**src/rtl/muldiv_sequencer_if.sv**
```systemverilog
// Issue/result bundle between the pipeline control unit and the mult/div sequencer.
// Control drives requests and mthi/mtlo writes; the sequencer returns status and HI/LO.
interface muldiv_sequencer_if #(
    parameter int DATA_WIDTH = 32
);
    logic                  start;
    logic [1:0]            op;
    logic [DATA_WIDTH-1:0] op_a;
    logic [DATA_WIDTH-1:0] op_b;
    logic                  flush;
    logic                  hi_we;
    logic                  lo_we;
    logic [DATA_WIDTH-1:0] wdata;
    logic                  busy;
    logic                  done;
    logic [DATA_WIDTH-1:0] hi;
    logic [DATA_WIDTH-1:0] lo;

    modport master (
        output start, op, op_a, op_b, flush, hi_we, lo_we, wdata,
        input  busy, done, hi, lo
    );

    modport slave (
        input  start, op, op_a, op_b, flush, hi_we, lo_we, wdata,
        output busy, done, hi, lo
    );
endinterface

```
**src/rtl/muldiv_sequencer.sv**
```systemverilog
// Iterative mult/multu/div/divu unit owning HI/LO for the MIPS EX stage.
// Define MULDIV_FAST_MULT_EN to make mult/multu single-cycle; divide timing is unaffected.
//
// state   | meaning
// IDLE    | waiting for start; mthi/mtlo writes accepted here
// COMPUTE | one shift-add / restoring-divide iteration per clock
// FINISH  | sign fix-up and HI/LO write
module muldiv_sequencer #(
    parameter int DATA_WIDTH = 32,
    parameter int CNT_WIDTH  = 6
) (
    input logic              clk,
    input logic              reset,
    muldiv_sequencer_if.slave bus
);
    localparam int W = DATA_WIDTH;

    typedef enum logic [1:0] {IDLE, COMPUTE, FINISH} state_t;

    state_t               state, state_nx;
    logic [CNT_WIDTH-1:0] cnt;
    logic [2*W-1:0]       acc;
    logic [W-1:0]         mcand;
    logic [1:0]           op_q;
    logic                 neg_res, neg_rem, div0;
    logic                 done_q;
    logic [W-1:0]         hi_q, lo_q;
    logic                 busy_c, accept, iterate, write_res, mt_ok;

    logic                 is_signed;
    logic [W-1:0]         abs_a, abs_b;
    logic [W:0]           mul_sum, div_diff;
    logic [2*W-1:0]       acc_nx, prod_raw, prod;
    logic [W-1:0]         quo, rem, hi_res, lo_res;

    assign is_signed = ~bus.op[0];
    assign abs_a     = (is_signed && bus.op_a[W-1]) ? -bus.op_a : bus.op_a;
    assign abs_b     = (is_signed && bus.op_b[W-1]) ? -bus.op_b : bus.op_b;

    // acc holds {partial product, multiplier} for multiply, {rem, quo} for divide
    always_comb begin
        mul_sum  = {1'b0, acc[2*W-1:W]} + (acc[0] ? {1'b0, mcand} : {(W+1){1'b0}});
        div_diff = acc[2*W-1:W-1] - {1'b0, mcand};
        acc_nx   = acc;
        if (!op_q[1])
            acc_nx = {mul_sum, acc[W-1:1]};
        else if (!div_diff[W])
            acc_nx = {div_diff[W-1:0], acc[W-2:0], 1'b1};
        else
            acc_nx = {acc[2*W-2:0], 1'b0};
    end

    // A zero divisor leaves rem=|op_a| and quo=all ones, so the remainder fix-up reproduces op_a
    always_comb begin
`ifdef MULDIV_FAST_MULT_EN
        prod_raw = {{W{1'b0}}, mcand} * {{W{1'b0}}, acc[W-1:0]};
`else
        prod_raw = acc;
`endif
        prod = neg_res ? -prod_raw : prod_raw;
        quo  = acc[W-1:0];
        rem  = acc[2*W-1:W];
        if (op_q[1]) begin
            lo_res = div0 ? {W{1'b1}} : (neg_res ? -quo : quo);
            hi_res = neg_rem ? -rem : rem;
        end else begin
            lo_res = prod[W-1:0];
            hi_res = prod[2*W-1:W];
        end
    end

    always_ff @(posedge clk) begin
        if (reset) state <= IDLE;
        else       state <= state_nx;
    end

    always_comb begin
        state_nx = state;
        case (state)
            IDLE: begin
                if (bus.start && !bus.flush) begin
`ifdef MULDIV_FAST_MULT_EN
                    state_nx = bus.op[1] ? COMPUTE : FINISH;
`else
                    state_nx = COMPUTE;
`endif
                end
            end
            COMPUTE: begin
                if (bus.flush)                          state_nx = IDLE;
                else if (cnt == CNT_WIDTH'(W - 1))      state_nx = FINISH;
            end
            FINISH:  state_nx = IDLE;
            default: state_nx = IDLE;
        endcase
    end

    always_comb begin
        busy_c    = (state != IDLE);
        accept    = (state == IDLE) && bus.start && !bus.flush;
        iterate   = (state == COMPUTE) && !bus.flush;
        write_res = (state == FINISH) && !bus.flush;
        mt_ok     = (state == IDLE) && !bus.start;
    end

    always_ff @(posedge clk) begin
        if (reset) begin
            cnt     <= '0;
            acc     <= '0;
            mcand   <= '0;
            op_q    <= '0;
            neg_res <= 1'b0;
            neg_rem <= 1'b0;
            div0    <= 1'b0;
            done_q  <= 1'b0;
            hi_q    <= '0;
            lo_q    <= '0;
        end else begin
            done_q <= write_res;
            if (accept) begin
                op_q    <= bus.op;
                cnt     <= '0;
                neg_res <= is_signed & (bus.op_a[W-1] ^ bus.op_b[W-1]);
                neg_rem <= is_signed & bus.op_a[W-1];
                div0    <= (bus.op_b == '0);
                if (bus.op[1]) begin
                    acc   <= {{W{1'b0}}, abs_a};
                    mcand <= abs_b;
                end else begin
                    acc   <= {{W{1'b0}}, abs_b};
                    mcand <= abs_a;
                end
            end
            if (iterate) begin
                acc <= acc_nx;
                cnt <= cnt + 1'b1;
            end
            if (write_res) begin
                hi_q <= hi_res;
                lo_q <= lo_res;
            end
            if (mt_ok && bus.hi_we) hi_q <= bus.wdata;
            if (mt_ok && bus.lo_we) lo_q <= bus.wdata;
        end
    end

    assign bus.busy = busy_c;
    assign bus.done = done_q;
    assign bus.hi   = hi_q;
    assign bus.lo   = lo_q;

    // Control must hold off new operations while one is in flight
    a_no_start_busy: assert property (@(posedge clk) disable iff (reset) !(bus.start && busy_c));
endmodule

```
**src/flat_wrapper.sv**
```systemverilog
// flat-port wrapper written by rule: the top's interface ports become plain ports
module muldiv_sequencer_flat 
#(
    parameter int DATA_WIDTH = 32,
    parameter int CNT_WIDTH  = 6
)
  (clk, reset, bus_start, bus_op, bus_op_a, bus_op_b, bus_flush, bus_hi_we, bus_lo_we, bus_wdata, bus_busy, bus_done, bus_hi, bus_lo);
  muldiv_sequencer_if #(.DATA_WIDTH(DATA_WIDTH)) bus_i ();
  input logic clk;
  input logic reset;
  input wire logic [$bits(bus_i.start)-1:0] bus_start;
  input wire logic [$bits(bus_i.op)-1:0] bus_op;
  input wire logic [$bits(bus_i.op_a)-1:0] bus_op_a;
  input wire logic [$bits(bus_i.op_b)-1:0] bus_op_b;
  input wire logic [$bits(bus_i.flush)-1:0] bus_flush;
  input wire logic [$bits(bus_i.hi_we)-1:0] bus_hi_we;
  input wire logic [$bits(bus_i.lo_we)-1:0] bus_lo_we;
  input wire logic [$bits(bus_i.wdata)-1:0] bus_wdata;
  output wire logic [$bits(bus_i.busy)-1:0] bus_busy;
  output wire logic [$bits(bus_i.done)-1:0] bus_done;
  output wire logic [$bits(bus_i.hi)-1:0] bus_hi;
  output wire logic [$bits(bus_i.lo)-1:0] bus_lo;
  assign bus_i.start = bus_start;
  assign bus_i.op = bus_op;
  assign bus_i.op_a = bus_op_a;
  assign bus_i.op_b = bus_op_b;
  assign bus_i.flush = bus_flush;
  assign bus_i.hi_we = bus_hi_we;
  assign bus_i.lo_we = bus_lo_we;
  assign bus_i.wdata = bus_wdata;
  assign bus_busy = bus_i.busy;
  assign bus_done = bus_i.done;
  assign bus_hi = bus_i.hi;
  assign bus_lo = bus_i.lo;
  muldiv_sequencer #(.DATA_WIDTH(DATA_WIDTH), .CNT_WIDTH(CNT_WIDTH)) u_core (.clk(clk), .reset(reset), .bus(bus_i));
endmodule
```
**config.mk**
```make
export PLATFORM = sky130hd
export DESIGN_NAME = muldiv_sequencer_flat
export DESIGN_NICKNAME = d
export VERILOG_FILES = /design/src/rtl/muldiv_sequencer_if.sv /design/src/rtl/muldiv_sequencer.sv /design/src/flat_wrapper.sv
export SDC_FILE = /design/constraint.sdc
export NUM_CORES = 1
export LEC_CHECK = 0
export BUFFER_PORTS_ARGS = -buffer_cell sky130_fd_sc_hd__buf_2
export CAP_MARGIN = 15
export CORE_MARGIN = 2
export CORE_UTILIZATION = 30
export DETAILED_ROUTE_END_ITERATION = 6
export PLACE_DENSITY_LB_ADDON = 0.05
export SYNTH_ARGS = -nofsm -noshare
export SYNTH_HDL_FRONTEND = slang
export SYNTH_SLANG_ARGS = --single-unit
export TNS_END_PERCENT = 20
```
**constraint.sdc**
```tcl
create_clock -name clk -period 9.6 [get_ports clk]
set_clock_uncertainty 0.15 [all_clocks]
set_input_delay 1.92 -clock clk [delete_from_list [all_inputs] [get_ports clk]]
set_output_delay 1.92 -clock clk [all_outputs]
set_load 0.01 [all_outputs]
```
==> run metrics, run 1 <==
status=finished, final reports clean; half-perimeter wire length after detailed placement=46.8 mm; CTS Sinks=173; Post-CTS Hold Fix Bufs=0; final hold violations=0; Hold Path Class=register to register; Max H-tree Level=4; CP Class=input pin to register; Slew @ Worst Pin=1.12 ns; die width=224 um; global-route wire length before repair=89.7 mm; leading cell type in the layout, fill and taps excluded=nor2_1; min Tclk post-route=4.76 ns; IO buf count=169; Tot Pwr=2.10 mW; Setup violations, final=0; Psw=0.769 mW; Flop pwr share=0.373; remaining antenna violation count after routing=0; Final period util=0.496; FFs w/ async S/R, synth=0; synthesis-to-layout area growth=13.8%; Max Cap Violations=0; Die Ht=224 um; hold path endpoint=u_core.mcand[24]; sequential share of the synthesized area=0.239; largest net degree at the start of global routing=68; Worst Path Required=9.79 ns; CTS resizes=0; Root Driver=clkbuf_16; internal power=1.33 mW; Mapped Area=14500 sq um; Yosys reg bits=173; VDD IR max=0.000139 V; Core ar.=47600 sq um; largest area contributor in the netlist=dfxtp_1; DRC errors left=0; final core utilization=0.345; worst hold stages=2; Setup TNS=0 ns; mean cell area of the mapped netlist=7.32 sq um; Slew HR=0.253; CTS Buf Count=17; Layout Nets=2236; clk slew on worst S/H paths=0.09 ns; number of global-route vias before repair=14000; Slew Limit Fails=0; logic gate share of total power=0.258; die area=50000 sq um; arrival time worst endpoint=4.96 ns; CTS tree=yes; DR vias=14900; CP Max Fanout=4; Rows=80; wire per inst=22.6 um; worst skew pair latency=0.48 ns; share of layout cells above drive strength 1=0.126; antenna violations before repair=1; Startpoint Class=input pin; setup slack, reg-to-reg=4.85 ns; RSZ-0062 raised after global routing=no; total routed wirelength=60.7 mm; PwrDens=128 nW/um^2; Synth top area share=0.239; Post-synth EDFFs=0; Pre-antenna DRT Iters=5; GRT overflow=0; # IOs=170; hold_sp=u_core.mcand[24]; switching share of power=0.366; CTS max path bufs=2; initial drt markers=1257; Setup Buffers After CTS=0; Mapped Cells=1977; syn_nets=2152; synth warn=0; Reg2Reg Depth=13; Crit. End Element=register; Via density=5.53; ys flop type=dfxtp_1; Leakage=6.57 nW; initial core utilization=0.304; worst reg2reg endpoint=u_core.acc[61]; Synth area leaders=dfxtp_1 24%, a21oi_1 7.6%, nor2_1 6.1%; Reg-to-Reg Start=u_core.acc[0]; gr usage total=0.238; Clk pwr share=0.369; routability-driven placement congestion ratio=0.843; commonest non-fill, non-tap cells in the layout=235 x nor2_1, 220 x a21oi_1, 172 x nand2_1, 172 x dfxtp_1, 168 x buf_2; Max Freq=210 MHz; synth unique cells=72; ANT cells=0
[Yosys cell counts (all sizes together) (9+ instances only)]
master	number
xnor2	101
o21ai	135
a22oi	43
inv	66
a21o	34
mux2i	69
a221oi	40
nor2	237
o41ai	10
nand2	172
o31ai	27
nor2b	12
o211ai	30
a211oi	30
nand4	13
a31oi	17
o21a	12
or4	13
nor3	37
clkbuf	118
ha	69
xor2	64
buf	11
and2	9
or3	29
nand2b	19
nand3	27
a211o	9
dfxtp	173
nor4	17
o22ai	20
a21oi	222
[worst max-delay path by stage]
stage	start	end	slack, ns	depth (start not counted)
after global routing	u_core.acc[0]	u_core.acc[61]	4.52	13
after detailed placement	bus_op_a[13]	u_core.acc[26]	4.41	10
after global placement	bus_op_a[13]	u_core.acc[26]	4.43	10
after CTS	u_core.acc[0]	u_core.acc[61]	4.91	13
final	bus_op_a[13]	u_core.acc[26]	4.84	10
after floorplan	bus_op_b[1]	u_core.mcand[27]	5.14	9
[through the flow]
step | hold slack (ns) | worst slack (ns) | instance area [sq um] | instances
2_1_floorplan | 0.282 | 5.14 | 14500 | 1977
3_3_place_gp | 0.292 | 4.43 | 15800 | 2657
3_5_place_dp | 0.296 | 4.41 | 15800 | 2657
4_1_cts | 0.308 | 4.91 | 16500 | 2689
5_1_grt | 0.325 | 4.52 | 16500 | 2689
6_report | 0.308 | 4.84 | 16500 | 2689
[power by group through the flow]
| stage | clock network [mW] | registers [mW] | logic (mW) |
|---|---|---|---|
| floorplan | 0 | 0.790 | 0.361 |
| global placement | 0 | 0.801 | 0.545 |
| detailed placement | 0 | 0.801 | 0.544 |
| CTS | 0.796 | 0.784 | 0.547 |
| global route | 0.821 | 0.789 | 0.595 |
| finish | 0.776 | 0.785 | 0.543 |
[final cells by class]
class | instances | area [sq um]
fill | 5215 | 31200
multi-input combinational | 1608 | 10300
sequential | 173 | 3470
timing repair buffer | 194 | 1040
tap | 615 | 769
clock buffer | 17 | 425
inverter | 67 | 251
clock inverter | 15 | 210
[kinds of logic (layout without fill, tap and decap cells)]
kind of cell | Yosys count | count (layout) | share of synthesized area
buffers and inverters | 196 | 293 | 0.0517
adders and majority gates | 71 | 71 | 0.0624
DFF | 173 | 173 | 0.239
and+or+nand+nor | 622 | 622 | 0.198
AOI/OAI and AO/OA | 677 | 677 | 0.298
xor gates and xnor gates | 165 | 165 | 0.0999
muxes | 73 | 73 | 0.0509
[metal layers]
| metal | vias up | GRT usage | routed length, um |
|---|---|---|---|
| met3 | 47 | 0.0302 | 2210 |
| met5 | - | 0 | 13 |
| met4 | 2 | 0.0731 | 1470 |
| met2 | 315 | 0.377 | 27400 |
| met1 | 7142 | 0.335 | 29500 |
| li1 | 7357 | - | - |
[critical path, cell delays in order]
cell	delay, ns
buf_2	0.11
or4_1	0.59
nor4b_1	0.50
nand4_1	0.28
nor4_1	0.66
a21oi_1	0.20
xnor2_1	0.27
a211oi_1	0.11
a221oi_1	0.24
nor2_1	0.06
[flip-flops by register name, summed over array words and instances (netlist names)]
signal,cells
u_core.acc,64
u_core.cnt,6
u_core.mcand,32
u_core.state,2
u_core.bus.hi,32
u_core.neg_res,1
u_core.div0,1
u_core.bus.lo,32
u_core.op_q,1
u_core.neg_rem,1
u_core.bus.done,1
Note: power is estimated with default switching activity, not from simulation.
==> inputs of run 2 (changes only) <==
--- a/config.mk
+++ b/config.mk
@@ -5,6 +5,7 @@
 export SDC_FILE = /design/constraint.sdc
 export NUM_CORES = 1
 export LEC_CHECK = 0
+export ABC_AREA = 1
 export BUFFER_PORTS_ARGS = -buffer_cell sky130_fd_sc_hd__buf_2
 export CAP_MARGIN = 15
 export CORE_MARGIN = 2
==> constraint.sdc (replaced) <==
create_clock -name clk -period 4.4 [get_ports clk]
set_clock_uncertainty 0.15 [all_clocks]
set_input_delay 0.88 -clock clk [delete_from_list [all_inputs] [get_ports clk]]
set_output_delay 0.88 -clock clk [all_outputs]
set_load 0.01 [all_outputs]
==> run metrics, run 2 <==
status=finished, final reports clean; Root Driver=clkbuf_16; Mapped Cells=3047; Yosys reg bits=173; FFs w/ async S/R, synth=0; Hold Path Class=register to register; Crit. End Element=register; Design Area, Final=19400 sq um; crit-path cells=inv_1 > ha_1 > fa_1 > inv_1 > nand2_1 > nand2_1 > nand3_1 > nand2_1 > nand2_1 > nand2_2 > nand2_2 > nand2_2 > nand2_4 > nand2_4 > inv_2 > nand2_1 > nand3_1 > nand2_1 > a21oi_1; Reg2Reg Depth=19; final hold violations=0; Reg-to-Reg Start=u_core.acc[31]; synth unique cells=54; Max Freq=287 MHz; # IOs=170; Critical Path End=u_core.acc[56]; antenna violations before repair=0; setup slack, reg-to-reg=0.91 ns; CTS Buf Count=17; DR top layer=met4; min Tclk post-route=3.49 ns; Post-CTS Hold Fix Bufs=0; Synth top area share=0.207; GRT overflow=0; routability-driven placement congestion ratio=0.999; final core utilization=0.345; Post-Layout Cell Count=3945; wire per inst=21.8 um; Setup TNS=0 ns; CTS tree=yes; clk slew on worst S/H paths=0.08 ns; met1 WL=40.9 mm; commonest cells in the synthesized netlist=944 x nand2_1, 520 x inv_1, 282 x nand3_1; Pre-antenna DRT Iters=7; remaining antenna violation count after routing=0; synthesis-to-layout area growth=13.7%; syn_nets=3222; ys flop type=dfxtp_1; share of layout cells above drive strength 1=0.0913; CP Class=register to register; pre-CTS setup slack=0.960 ns; leading cell type in the layout, fill and taps excluded=nand2_1; DRC errors left=0; largest area contributor in the netlist=nand2_1; gr usage total=0.286; Slew HR=0.257; crit path from=u_core.acc[31]; initial core utilization=0.303; CP max stage delay=0.46 ns; half-perimeter wire length after detailed placement=70.4 mm; commonest non-fill, non-tap cells in the layout=944 x nand2_1, 519 x inv_1, 282 x nand3_1; initial drt markers=1985; arrival time worst endpoint=3.69 ns; Rows=87; Setup violations, final=0; total routed wirelength=86.0 mm; Mapped Area=17100 sq um; Layout Nets=3351; sequential share of the synthesized area=0.203; Tot Pwr=5.18 mW; Synth area leaders=nand2_1 21%, dfxtp_1 20%, inv_1 11%; Worst Path Required=4.60 ns; PwrDens=267 nW/um^2; mean cell area of the mapped netlist=5.61 sq um; largest net degree at the start of global routing=78; worst reg2reg endpoint=u_core.acc[56]; die width=243 um; die area=58900 sq um; metal2 WL=36.7 mm; most frequent cell after synthesis=nand2_1; ANT cells=0; Die Ht=243 um; final setup margin=0.912 ns; area post-placement=18900 sq um; CTS Sinks=173; Slew @ Worst Pin=1.11 ns; Core ar.=56400 sq um; Startpoint Class=register; global-route wire length before repair=126 mm; routed wl met3=5.13 mm; Setup Buffers After CTS=0; VDD IR max=0.000232 V; worst skew pair latency=0.50 ns; Leakage=10.1 nW; RSZ-0062 raised after global routing=no; critical path's most frequent cell=nand2_1; Via density=5.18; number of global-route vias before repair=19000; max FFs per register=64; DR vias=20400; Final period util=0.793; most flop-heavy register=u_core.acc; synth warn=0; Max H-tree Level=4; CTS resizes=0; Critical-path top delay cell=nand2_4; Cells after DPL=3913; CTS max path bufs=2; Slew Limit Fails=0; Max Cap Violations=0; CP Max Fanout=38; worst hold margin=0.317 ns; IO buf count=169; Post-synth EDFFs=0
[run 2: cell count changes in the layout (fill, tap and decap cells not counted), sizes merged, moves of 26 or more]
cell	change
a211oi	-27
a22oi	-41
or3	-29
mux2i	-69
inv	+454
xnor2	-88
nand3	+256
nand4	+27
a221oi	-37
a21o	-26
a21oi	-52
nand2	+779
[run 2: report_power, final]
part	internal [mW]	switching, mW
logic	0.538	1.33
clock network	0.782	0.802
registers	1.65	0.0888
[run 2: final cells by class]
class	count	area, sq um
Fill cell	6490	37000
Multi-Input combinational cell	2238	11200
Sequential cell	173	3470
Inverter	527	1980
Timing Repair Buffer	219	1250
Tap cell	756	946
Clock buffer	21	470
Clock inverter	11	97.6
[run 2: critical path: cells and delay by family, from the launching register on]
| family | cells | cell delay, ns |
|---|---|---|
| adders and majority gates | 2 | 0.61 |
| AOI/OAI and AO/OA | 1 | 0.05 |
| and+or+nand+nor | 13 | 1.59 |
| buffers and inverters | 3 | 0.46 |
| DFF | 1 | 0.42 |
[run 2: routing by layer]
metal  vias up  global-route usage
li1      10100                   -
met1      9590               0.407
met2       662               0.434
met3        91              0.0414
met4         0               0.109
met5         -                   0
[run 2: how the worst min path moves through the flow]
| stage | start | endpoint | slack [ns] | cells after the start |
|---|---|---|---|---|
| global route | u_core.bus.hi[9] | u_core.bus.hi[9] | 0.36 | 2 |
| detailed placement | u_core.bus.hi[1] | u_core.bus.hi[1] | 0.30 | 2 |
| CTS | u_core.bus.hi[1] | u_core.bus.hi[1] | 0.32 | 2 |
| floorplan | u_core.div0 | u_core.div0 | 0.30 | 2 |
| finish | u_core.bus.hi[1] | u_core.bus.hi[1] | 0.32 | 2 |
| global placement | u_core.bus.hi[1] | u_core.bus.hi[1] | 0.30 | 2 |
[run 2: cells by family after synthesis]
family	synth area share
simple gates	0.391
fa+ha+maj	0.0528
flops	0.203
buf+inv	0.142
xor+xnor	0.0369
compound gates	0.175
==> inputs of run 3 (changes only) <==
==> constraint.sdc (replaced) <==
create_clock -name clk -period 3.51 [get_ports clk]
set_clock_uncertainty 0.15 [all_clocks]
set_input_delay 0.702 -clock clk [delete_from_list [all_inputs] [get_ports clk]]
set_output_delay 0.702 -clock clk [all_outputs]
set_load 0.01 [all_outputs]
==> run metrics, run 3 (synthesis gave the netlist of run 2 again) <==
RSZ-0062 raised after global routing=no; grt met2 use=0.452; Final period util=0.886; Slew @ Worst Pin=0.930 ns; commonest non-fill, non-tap cells in the layout=944 x nand2_1, 519 x inv_1, 282 x nand3_1; PwrDens=337 nW/um^2; status=finished, final reports clean; CP Max Fanout=17; antenna violations before repair=2; number of global-route vias before repair=19200; CTS resizes=0; CTS tree=yes; most flop-heavy register=u_core.acc; CTS Buf Count=17; IO buf count=169; Root Driver=clkbuf_16; clk slew on worst S/H paths=0.08 ns; remaining antenna violation count after routing=0; ANT cells=0; Most Used Layer, Global Route=met2; die area=58900 sq um; max FFs per register=64; CTS max path bufs=2; half-perimeter wire length after detailed placement=72.7 mm; Startpoint Class=register; Setup TNS=0 ns; Worst Path Required=3.72 ns; arrival time worst endpoint=3.32 ns; routability-driven placement congestion ratio=0.967; Setup Buffers After CTS=0; Core ar.=56400 sq um; grt met3 use=0.0293; Leakage=10.3 nW; leading cell type in the layout, fill and taps excluded=nand2_1; largest net degree at the start of global routing=58; GRT overflow=0; CP Class=register to register; Slew HR=0.379; Max Freq=322 MHz; met1 GRT Util=0.429; Via density=5.17; share of layout cells above drive strength 1=0.103; min Tclk post-route=3.11 ns; global-route wire length before repair=128 mm; Slew Limit Fails=0; initial drt markers=1997; Rows=87; total routed wirelength=87.5 mm; CTS Sinks=173; die width=243 um; Hold Path Class=register to register; gr usage total=0.291; Pre-antenna DRT Iters=6; worst skew pair latency=0.50 ns; Max H-tree Level=4; Max Cap Violations=0; DRC errors left=0; Layout Nets=3390; # IOs=170; Post-CTS Hold Fix Bufs=0; Crit. End Element=register; wire per inst=22.0 um; final hold violations=0; Setup violations, final=0; synthesis-to-layout area growth=15.6%; VDD IR max=0.000350 V; initial core utilization=0.303; DR vias=20600; final core utilization=0.351; Die Ht=243 um
run 3: worst max-delay path: stages (launching register included):
cell     delay, ns
dfxtp_1       0.45
inv_1         0.22
fa_1          0.45
inv_1         0.11
nand2_1       0.08
nand2_1       0.10
nand3_1       0.08
nand2_1       0.12
nand2_1       0.08
nand2_2       0.11
nand2_2       0.09
nand2_2       0.09
nand2_4       0.06
nand2_4       0.19
buf_4         0.27
nand2_1       0.08
o21ai_0       0.07
nand2_1       0.07
nand2_1       0.07
a21oi_1       0.05
run 3: per-layer routing:
layer / share of wire / vias up
met5: 0.00015 / -
met2: 0.44 / 655
li1: - / 10100
met4: 0.020 / 2
met1: 0.49 / 9709
met3: 0.051 / 76
run 3: worst paths after layout:
| kind | start | end | slack, ns | depth (start not counted) |
|---|---|---|---|---|
| min | u_core.bus.hi[1] | u_core.bus.hi[1] | 0.33 | 2 |
| min reg2reg | u_core.bus.hi[1] | u_core.bus.hi[1] | 0.33 | 2 |
| max reg2reg | u_core.acc[32] | u_core.acc[35] | 0.40 | 19 |
| max | u_core.acc[32] | u_core.acc[35] | 0.40 | 19 |
run 3: area by class of cell:
type                            count  area [sq um]
Clock buffer                       18           439
Sequential cell                   173          3470
Timing Repair Buffer              258          1540
Multi-Input combinational cell   2238         11200
Inverter                          527          1980
Fill cell                        6609         36600
Clock inverter                     14           170
Tap cell                          756           946
run 3: per-stage QoR:
step,std cells,hold slack (ns),setup slack [ns],cell area [sq um],power (mW)
after floorplan,3047,0.295,1.00,17100,3.65
after global placement,3952,0.306,0.251,19200,4.55
after detailed placement,3952,0.317,0.252,19200,4.54
after CTS,3984,0.305,0.416,19800,6.68
after global routing,3984,0.329,0.119,19800,7.03
final,3984,0.333,0.400,19800,6.67
run 3: power by group:
| group | total [mW] | internal (mW) | switching [mW] |
|---|---|---|---|
| combinational | 2.36 | 0.708 | 1.65 |
| sequential | 2.18 | 2.07 | 0.111 |
| clock | 2.13 | 1.10 | 1.03 |
| total | 6.67 | 3.88 | 2.79 |
